File: config.mk
export PLATFORM = sky130hd
export DESIGN_NAME = iq_decim_lpf
export DESIGN_NICKNAME = d
export VERILOG_FILES = /design/src/rtl/demod_pkg.sv /design/src/rtl/iq_sample_ringbuf.sv /design/src/rtl/iq_decim_lpf.sv
export SDC_FILE = /design/constraint.sdc
export NUM_CORES = 1
export LEC_CHECK = 0
export ABC_AREA = 1
export CORE_MARGIN = 1.5
export CORE_UTILIZATION = 50
export DETAILED_ROUTE_END_ITERATION = 12
export DONT_BUFFER_PORTS = 1
export PLACE_DENSITY = 0.69
export SLEW_MARGIN = 5
export SYNTH_ARGS = -nofsm -noshare
export SYNTH_HDL_FRONTEND = slang
export SYNTH_SLANG_ARGS = --single-unit
File: constraint.sdc
create_clock -name clk_i -period 13.7 [get_ports clk_i]
set_input_delay 1.37 -clock clk_i [delete_from_list [all_inputs] [get_ports clk_i]]
set_output_delay 1.37 -clock clk_i [all_outputs]
set_load 0.1 [all_outputs]
File: src/rtl/demod_pkg.sv
// Shared types, default LPF coefficients and the output rounding helper
// for the I/Q decimating low-pass filter.
package demod_pkg;

    localparam int COEFF_BITS_DEF = 16;
    localparam int TAPS_DEF       = 8;

    typedef logic signed [COEFF_BITS_DEF-1:0] coeff_t;
    typedef coeff_t [TAPS_DEF-1:0]            coeff_arr_t;

    // Symmetric half-band-ish LPF, Q1.15, taps sum to 32768 (unity DC gain).
    // Element [k] is h[k]; listed here from h[7] down to h[0].
    localparam coeff_arr_t LPF_COEFFS = {
        16'hFE00, 16'h0000, 16'd4608, 16'd12288,
        16'd12288, 16'd4608, 16'h0000, 16'hFE00
    };

    typedef enum logic [1:0] {IDLE, ACC, OUT} state_t;

    // Round half up by dropping frac_bits, then clamp to a signed out_bits range.
    function automatic logic signed [63:0] sat_round(input logic signed [63:0] acc,
                                                     input int frac_bits,
                                                     input int out_bits);
        logic signed [63:0] r;
        logic signed [63:0] hi;
        logic signed [63:0] lo;
        r  = (acc + (64'sd1 <<< (frac_bits - 1))) >>> frac_bits;
        hi = (64'sd1 <<< (out_bits - 1)) - 64'sd1;
        lo = -(64'sd1 <<< (out_bits - 1));
        if (r > hi)      r = hi;
        else if (r < lo) r = lo;
        return r;
    endfunction

endpackage

File: src/rtl/iq_sample_ringbuf.sv
// Dual-lane (I/Q) sample ring buffer: one write port advancing its own
// pointer, one combinational read port addressed by the filter engine.
module iq_sample_ringbuf #(
    parameter int Data_bits = 10,
    parameter int Depth     = 16,
    localparam int AW       = $clog2(Depth)
) (
    input  logic                 clk_i,
    input  logic                 rst_i,
    input  logic                 we,
    input  logic [Data_bits-1:0] i_wr,
    input  logic [Data_bits-1:0] q_wr,
    input  logic [AW-1:0]        rd_addr,
    output logic [Data_bits-1:0] i_rd,
    output logic [Data_bits-1:0] q_rd,
    output logic [AW-1:0]        wr_ptr
);

    // [addr][0] = I word, [addr][1] = Q word
    logic [Depth-1:0][1:0][Data_bits-1:0] mem;

    // Store each accepted pair and advance the pointer; zeroed at reset so
    // history before the first sample reads as silence.
    always_ff @(posedge clk_i or posedge rst_i) begin
        if (rst_i) begin
            mem    <= '0;
            wr_ptr <= '0;
        end else if (we) begin
            mem[wr_ptr] <= {q_wr, i_wr};
            wr_ptr      <= wr_ptr + AW'(1);
        end
    end

    assign i_rd = mem[rd_addr][0];
    assign q_rd = mem[rd_addr][1];

endmodule

File: src/rtl/iq_decim_lpf.sv
// I/Q low-pass FIR with decimation: one time-multiplexed MAC per channel
// walks the taps after every Decim-th accepted sample.
module iq_decim_lpf import demod_pkg::*; #(
    parameter int Data_bits  = 10,
    parameter int Coeff_bits = 16,
    parameter int Taps       = 8,
    parameter int Decim      = 4,
    parameter logic [Taps-1:0][Coeff_bits-1:0] Coeffs = LPF_COEFFS
) (
    input  logic                 clk_i,
    input  logic                 rst_i,
    input  logic [Data_bits-1:0] I_data_in,
    input  logic [Data_bits-1:0] Q_data_in,
    input  logic                 I_data_valid_i,
    input  logic                 Q_data_valid_i,
    output logic [Data_bits-1:0] I_data_out,
    output logic [Data_bits-1:0] Q_data_out,
    output logic                 iq_valid_o,
    output logic                 mismatch_o,
    output logic                 overrun_o
);

    localparam int AW     = $clog2(2 * Taps);
    localparam int KW     = $clog2(Taps);
    localparam int PW     = (Decim > 1) ? $clog2(Decim) : 1;
    localparam int PROD_W = Data_bits + Coeff_bits;
    localparam int ACC_W  = Data_bits + Coeff_bits + $clog2(Taps);

    logic                     accept, trigger;
    state_t                   state;
    logic [KW-1:0]            k;
    logic [AW-1:0]            base, wr_ptr, rd_addr;
    logic [PW-1:0]            phase;
    logic [Data_bits-1:0]     i_rd, q_rd;
    logic signed [PROD_W-1:0] prod_i, prod_q;
    logic signed [ACC_W-1:0]  acc_i, acc_q;
    logic signed [63:0]       sat_i_wide, sat_q_wide;
    logic [Data_bits-1:0]     res_i, res_q;
    logic [1:0]               vld_pipe;
    logic                     unused_sat;

    assign accept  = I_data_valid_i && Q_data_valid_i;
    assign trigger = accept && (phase == PW'(Decim - 1));
    assign rd_addr = base - AW'(k);

    iq_sample_ringbuf #(
        .Data_bits (Data_bits),
        .Depth     (2 * Taps)
    ) u_ringbuf (
        .clk_i   (clk_i),
        .rst_i   (rst_i),
        .we      (accept),
        .i_wr    (I_data_in),
        .q_wr    (Q_data_in),
        .rd_addr (rd_addr),
        .i_rd    (i_rd),
        .q_rd    (q_rd),
        .wr_ptr  (wr_ptr)
    );

    // Tap products for the current MAC step and the rounded/saturated sums.
    always_comb begin
        prod_i     = PROD_W'($signed(Coeffs[k])) * PROD_W'($signed(i_rd));
        prod_q     = PROD_W'($signed(Coeffs[k])) * PROD_W'($signed(q_rd));
        sat_i_wide = sat_round(64'(acc_i), Coeff_bits - 1, Data_bits);
        sat_q_wide = sat_round(64'(acc_q), Coeff_bits - 1, Data_bits);
    end

    // Saturation already confines the value to Data_bits; upper bits are sign copies.
    assign unused_sat = ^{sat_i_wide[63:Data_bits], sat_q_wide[63:Data_bits]};

    // Decimation phase and sticky valid-disagreement flag.
    always_ff @(posedge clk_i or posedge rst_i) begin
        if (rst_i) begin
            phase      <= '0;
            mismatch_o <= 1'b0;
        end else begin
            if (accept)
                phase <= (phase == PW'(Decim - 1)) ? '0 : phase + PW'(1);
            if (I_data_valid_i != Q_data_valid_i)
                mismatch_o <= 1'b1;
        end
    end

    // MAC sequencer: latch the trigger address, walk taps newest-first, then hand off.
    always_ff @(posedge clk_i or posedge rst_i) begin
        if (rst_i) begin
            state     <= IDLE;
            k         <= '0;
            base      <= '0;
            acc_i     <= '0;
            acc_q     <= '0;
            overrun_o <= 1'b0;
        end else begin
            case (state)
                IDLE: if (trigger) begin
                    state <= ACC;
                    k     <= '0;
                    base  <= wr_ptr;
                    acc_i <= '0;
                    acc_q <= '0;
                end
                ACC: begin
                    acc_i <= acc_i + ACC_W'(prod_i);
                    acc_q <= acc_q + ACC_W'(prod_q);
                    k     <= k + KW'(1);
                    if (k == KW'(Taps - 1))
                        state <= OUT;
                end
                OUT:     state <= IDLE;
                default: state <= IDLE;
            endcase
            if (trigger && state != IDLE)
                overrun_o <= 1'b1;
        end
    end

    // Output stage: capture the rounded result in OUT, present it one cycle later
    // together with the valid pulse; outputs hold between results.
    always_ff @(posedge clk_i or posedge rst_i) begin
        if (rst_i) begin
            vld_pipe   <= '0;
            res_i      <= '0;
            res_q      <= '0;
            I_data_out <= '0;
            Q_data_out <= '0;
        end else begin
            vld_pipe <= {vld_pipe[0], state == OUT};
            if (state == OUT) begin
                res_i <= sat_i_wide[Data_bits-1:0];
                res_q <= sat_q_wide[Data_bits-1:0];
            end
            if (vld_pipe[0]) begin
                I_data_out <= res_i;
                Q_data_out <= res_q;
            end
        end
    end

    assign iq_valid_o = vld_pipe[1];

endmodule

==> impl_metrics.env <==
export IMPL_post_route_cells_drive_above_1_share=0.0551
export IMPL_grt_pass1_wl_um=112000
export IMPL_drt_iter0_drc=1796
export IMPL_dp_final_hpwl_um=45200
export IMPL_cts_clk_slew_worst_paths_ns=0.06
export IMPL_synth_nets=3721
export IMPL_ant_nets=0
export IMPL_synthTopCellsByArea="dfrtp_1 38%, fa_1 14%, nand2_1 12%, o21ai_0 6.6%, inv_1 6.4%"
export IMPL_drv_slew=0
export IMPL_rows=86
export IMPL_cp_required_ns=14.19
export IMPL_fillers=5234
export IMPL_ys_ff_latch=419
export IMPL_grt_pass1_vias=21400
export IMPL_path_common_cell="nand2_1"
export IMPL_drv_cap=0
export IMPL_core_um2=55100
export IMPL_status="finished, final reports clean"
export IMPL_worst_pin_slew_ns=1.08
export IMPL_cp_end_kind="flip-flop"
export IMPL_cts_sinks=419
export IMPL_viasPerCell=5.27
export IMPL_grt_util_all_layers=0.245
export IMPL_worstPathArrival_ns=8.81
export IMPL_fmaxAchievable_mhz=120
export IMPL_detail_route_wirelength_um=66700
export IMPL_cts_tree="built"
export IMPL_grt_overflow_total=0
export IMPL_grt_max_degree=102
export IMPL_nets=3640
export IMPL_async_reset_ff_frac=1.00
export IMPL_root_buffer="clkbuf_16"
export IMPL_start_util=0.505
export IMPL_netlist_area_um2=27800
export IMPL_insertion_delay_ns=0.61
export IMPL_clockBufferDepth=3
export IMPL_synth_cell_types=46
export IMPL_wl_per_cell_um=16.4
export IMPL_critPathBufInv=7
export IMPL_crit_type="reg -> reg"
export IMPL_yosysMostFrequentCell="nand2_1"
export IMPL_cts_resized=0
export IMPL_pin_count=47
export IMPL_portBuffers=0
export IMPL_drc=0
export IMPL_yosys_warnings=0
export IMPL_finalCriticalPeriod_ns=8.32
export IMPL_rrSetupSlack_ns=5.38
export IMPL_yosysTopAreaCell="dfrtp_1"
export IMPL_netlist_instances=3374
export IMPL_fp_dieH_um=239
export IMPL_finalHoldViolations=0
export IMPL_synth_ff_type="dfrtp_1"
export IMPL_netlist_top_cells_count="895 x nand2_1, 472 x inv_1, 419 x dfrtp_1, 368 x o21ai_0, 235 x nor2_1"
export IMPL_finalWeightedCongestion=0.903
export IMPL_htreeDepth=2
export IMPL_crit_family="adder cells"
export IMPL_synth_top_cell_area_share=0.377
export IMPL_post_cts_setup_buffer_count=0
export IMPL_cp_max_fo=65
export IMPL_dr_pass1_iters=5
export IMPL_hp_class="reg -> reg"
export IMPL_start_kind="flip-flop"
export IMPL_period_share=0.607
export IMPL_die_x_um=239
export IMPL_finalSetupTns_ns=0
export IMPL_ys_seq_area_frac=0.377
export IMPL_cts_inserted_buffers=47
export IMPL_synth_avg_cell_area_um2=8.25
export IMPL_area_growth_pct=7.15
export IMPL_setup_violations=0
export IMPL_synth_edf_count=0
export IMPL_vias=21500
export IMPL_fin_skew_ns=0.0266
export IMPL_rsz0062_at_grt="no"
export IMPL_cts_hold_buffers=0
export IMPL_cpPeakStageDelay_ns=0.70
export IMPL_dieArea_um2=57100
export IMPL_slew_headroom=0.280
export IMPL_worst_path_max_delay_cell="buf_4"
export IMPL_antenna_found_initial=0
## cell type report
class | instances | area [um^2] | share of cell area
repair buffers | 36 | 270 | 0.00906
clock buffers | 62 | 1270 | 0.0427
flip-flops and latches | 419 | 10500 | 0.352
diodes | 1 | 2.50 | 0.0000839
inverters | 483 | 1830 | 0.0612
well taps | 748 | 936 | 0.0314
multi-input cells | 2306 | 14800 | 0.495
clock inverters | 15 | 255 | 0.00856
## kinds of logic after synthesis
group | synth area share
adder cells (fa/ha/maj) | 0.197
multiplexers | 0.00850
AND/OR/NAND/NOR | 0.184
flip-flops | 0.377
AO/OA/AOI/OAI | 0.129
buffers and inverters | 0.0938
XOR/XNOR | 0.00971
## routing by layer
metal	GRT usage	vias up	share of wire
met1	0.339	10400	0.45
met2	0.409	504	0.47
li1	-	10400	-
met3	0.0289	99	0.048
met5	0	-	0
met4	0.0671	0	0.024
## worst reg2reg max path: cells and delay by family, from the launching register on
kind                       cells  cell delay, ns
adders and majority gates      7            3.51
and+or+nand+nor               16            2.06
buffers and inverters          7            2.05
DFF                            1            0.48
AOI/OAI and AO/OA              2            0.14
## cell usage in the layout (no fill, tap or decap), types with 3 or more instances in the layout
| cell | netlist | final |
|---|---|---|
| o21bai_1 | 4 | 4 |
| nand3_1 | 96 | 96 |
| nor2_1 | 235 | 230 |
| a22o_1 | 9 | 9 |
| a32oi_1 | 6 | 6 |
| clkbuf_1 | 104 | 11 |
| dfrtp_1 | 419 | 419 |
| nand2_2 | 7 | 7 |
| buf_4 | 15 | 36 |
| inv_2 | 8 | 8 |
| xnor2_1 | 9 | 9 |
| nand2_1 | 895 | 895 |
| o21ai_1 | 28 | 28 |
| a31oi_2 | 8 | 8 |
| clkbuf_8 | 0 | 4 |
| nand4_1 | 11 | 11 |
| a21oi_1 | 161 | 161 |
| a32o_1 | 29 | 29 |
| o21ai_0 | 368 | 368 |
| inv_6 | 0 | 3 |
| inv_1 | 472 | 471 |
| mux2_2 | 21 | 21 |
| nor2_2 | 12 | 17 |
| or2_1 | 19 | 19 |
| nor3_1 | 4 | 4 |
| clkbuf_16 | 0 | 47 |
| clkinv_2 | 0 | 3 |
| o22ai_1 | 13 | 13 |
| fa_1 | 193 | 192 |
| bufinv_16 | 0 | 4 |
| ha_1 | 130 | 129 |
| xor2_1 | 20 | 20 |
| a31oi_4 | 5 | 5 |
| or2_2 | 5 | 5 |
## sequential cells by signal, summed over array words and instances, names as in the netlist
| name | count |
|---|---|
| res_i | 10 |
| base | 4 |
| state | 2 |
| Q_data_out | 10 |
| u_ringbuf.wr_ptr | 4 |
| res_q | 10 |
| u_ringbuf.mem | 320 |
| I_data_out | 10 |
| phase | 2 |
| acc_q | 20 |
| mismatch_o | 1 |
| k | 3 |
| overrun_o | 1 |
| acc_i | 20 |
| vld_pipe | 2 |
## path summary, 6_finish.rpt
check | start | cells past startpoint | end
worst max-delay path | k[0]$_DFFE_PP0P_ | 32 | acc_q[21]$_DFFE_PP0P_
worst min-delay path | res_i[7]$_DFFE_PP0P_ | 2 | res_i[7]$_DFFE_PP0P_
worst max register to register | k[0]$_DFFE_PP0P_ | 32 | acc_q[21]$_DFFE_PP0P_
worst min register to register | res_i[7]$_DFFE_PP0P_ | 2 | res_i[7]$_DFFE_PP0P_
max in group asynchronous | rst_i | 3 | u_ringbuf.mem[90]$_DFFE_PP0P_
min in group asynchronous | rst_i | 1 | u_ringbuf.mem[178]$_DFFE_PP0P_
## stage by stage
step / hold WS (ns) / instances / setup WS (ns) / cell area [um^2] / util
after floorplan: 0.370 / 3374 / 0.667 / 27800 / -
after global placement: 0.463 / 3992 / 5.53 / 28300 / 0.513
after detailed placement: 0.463 / 3992 / 5.43 / 28300 / 0.513
after CTS: 0.479 / 4069 / 5.39 / 29800 / 0.541
after global routing: 0.497 / 4069 / 4.73 / 29800 / 0.541
final: 0.475 / 4070 / 5.38 / 29800 / 0.541
Power is left out: the tool's default activity adds up to more than one toggle a clock period on the data nets, which glitch-free logic cannot reach.
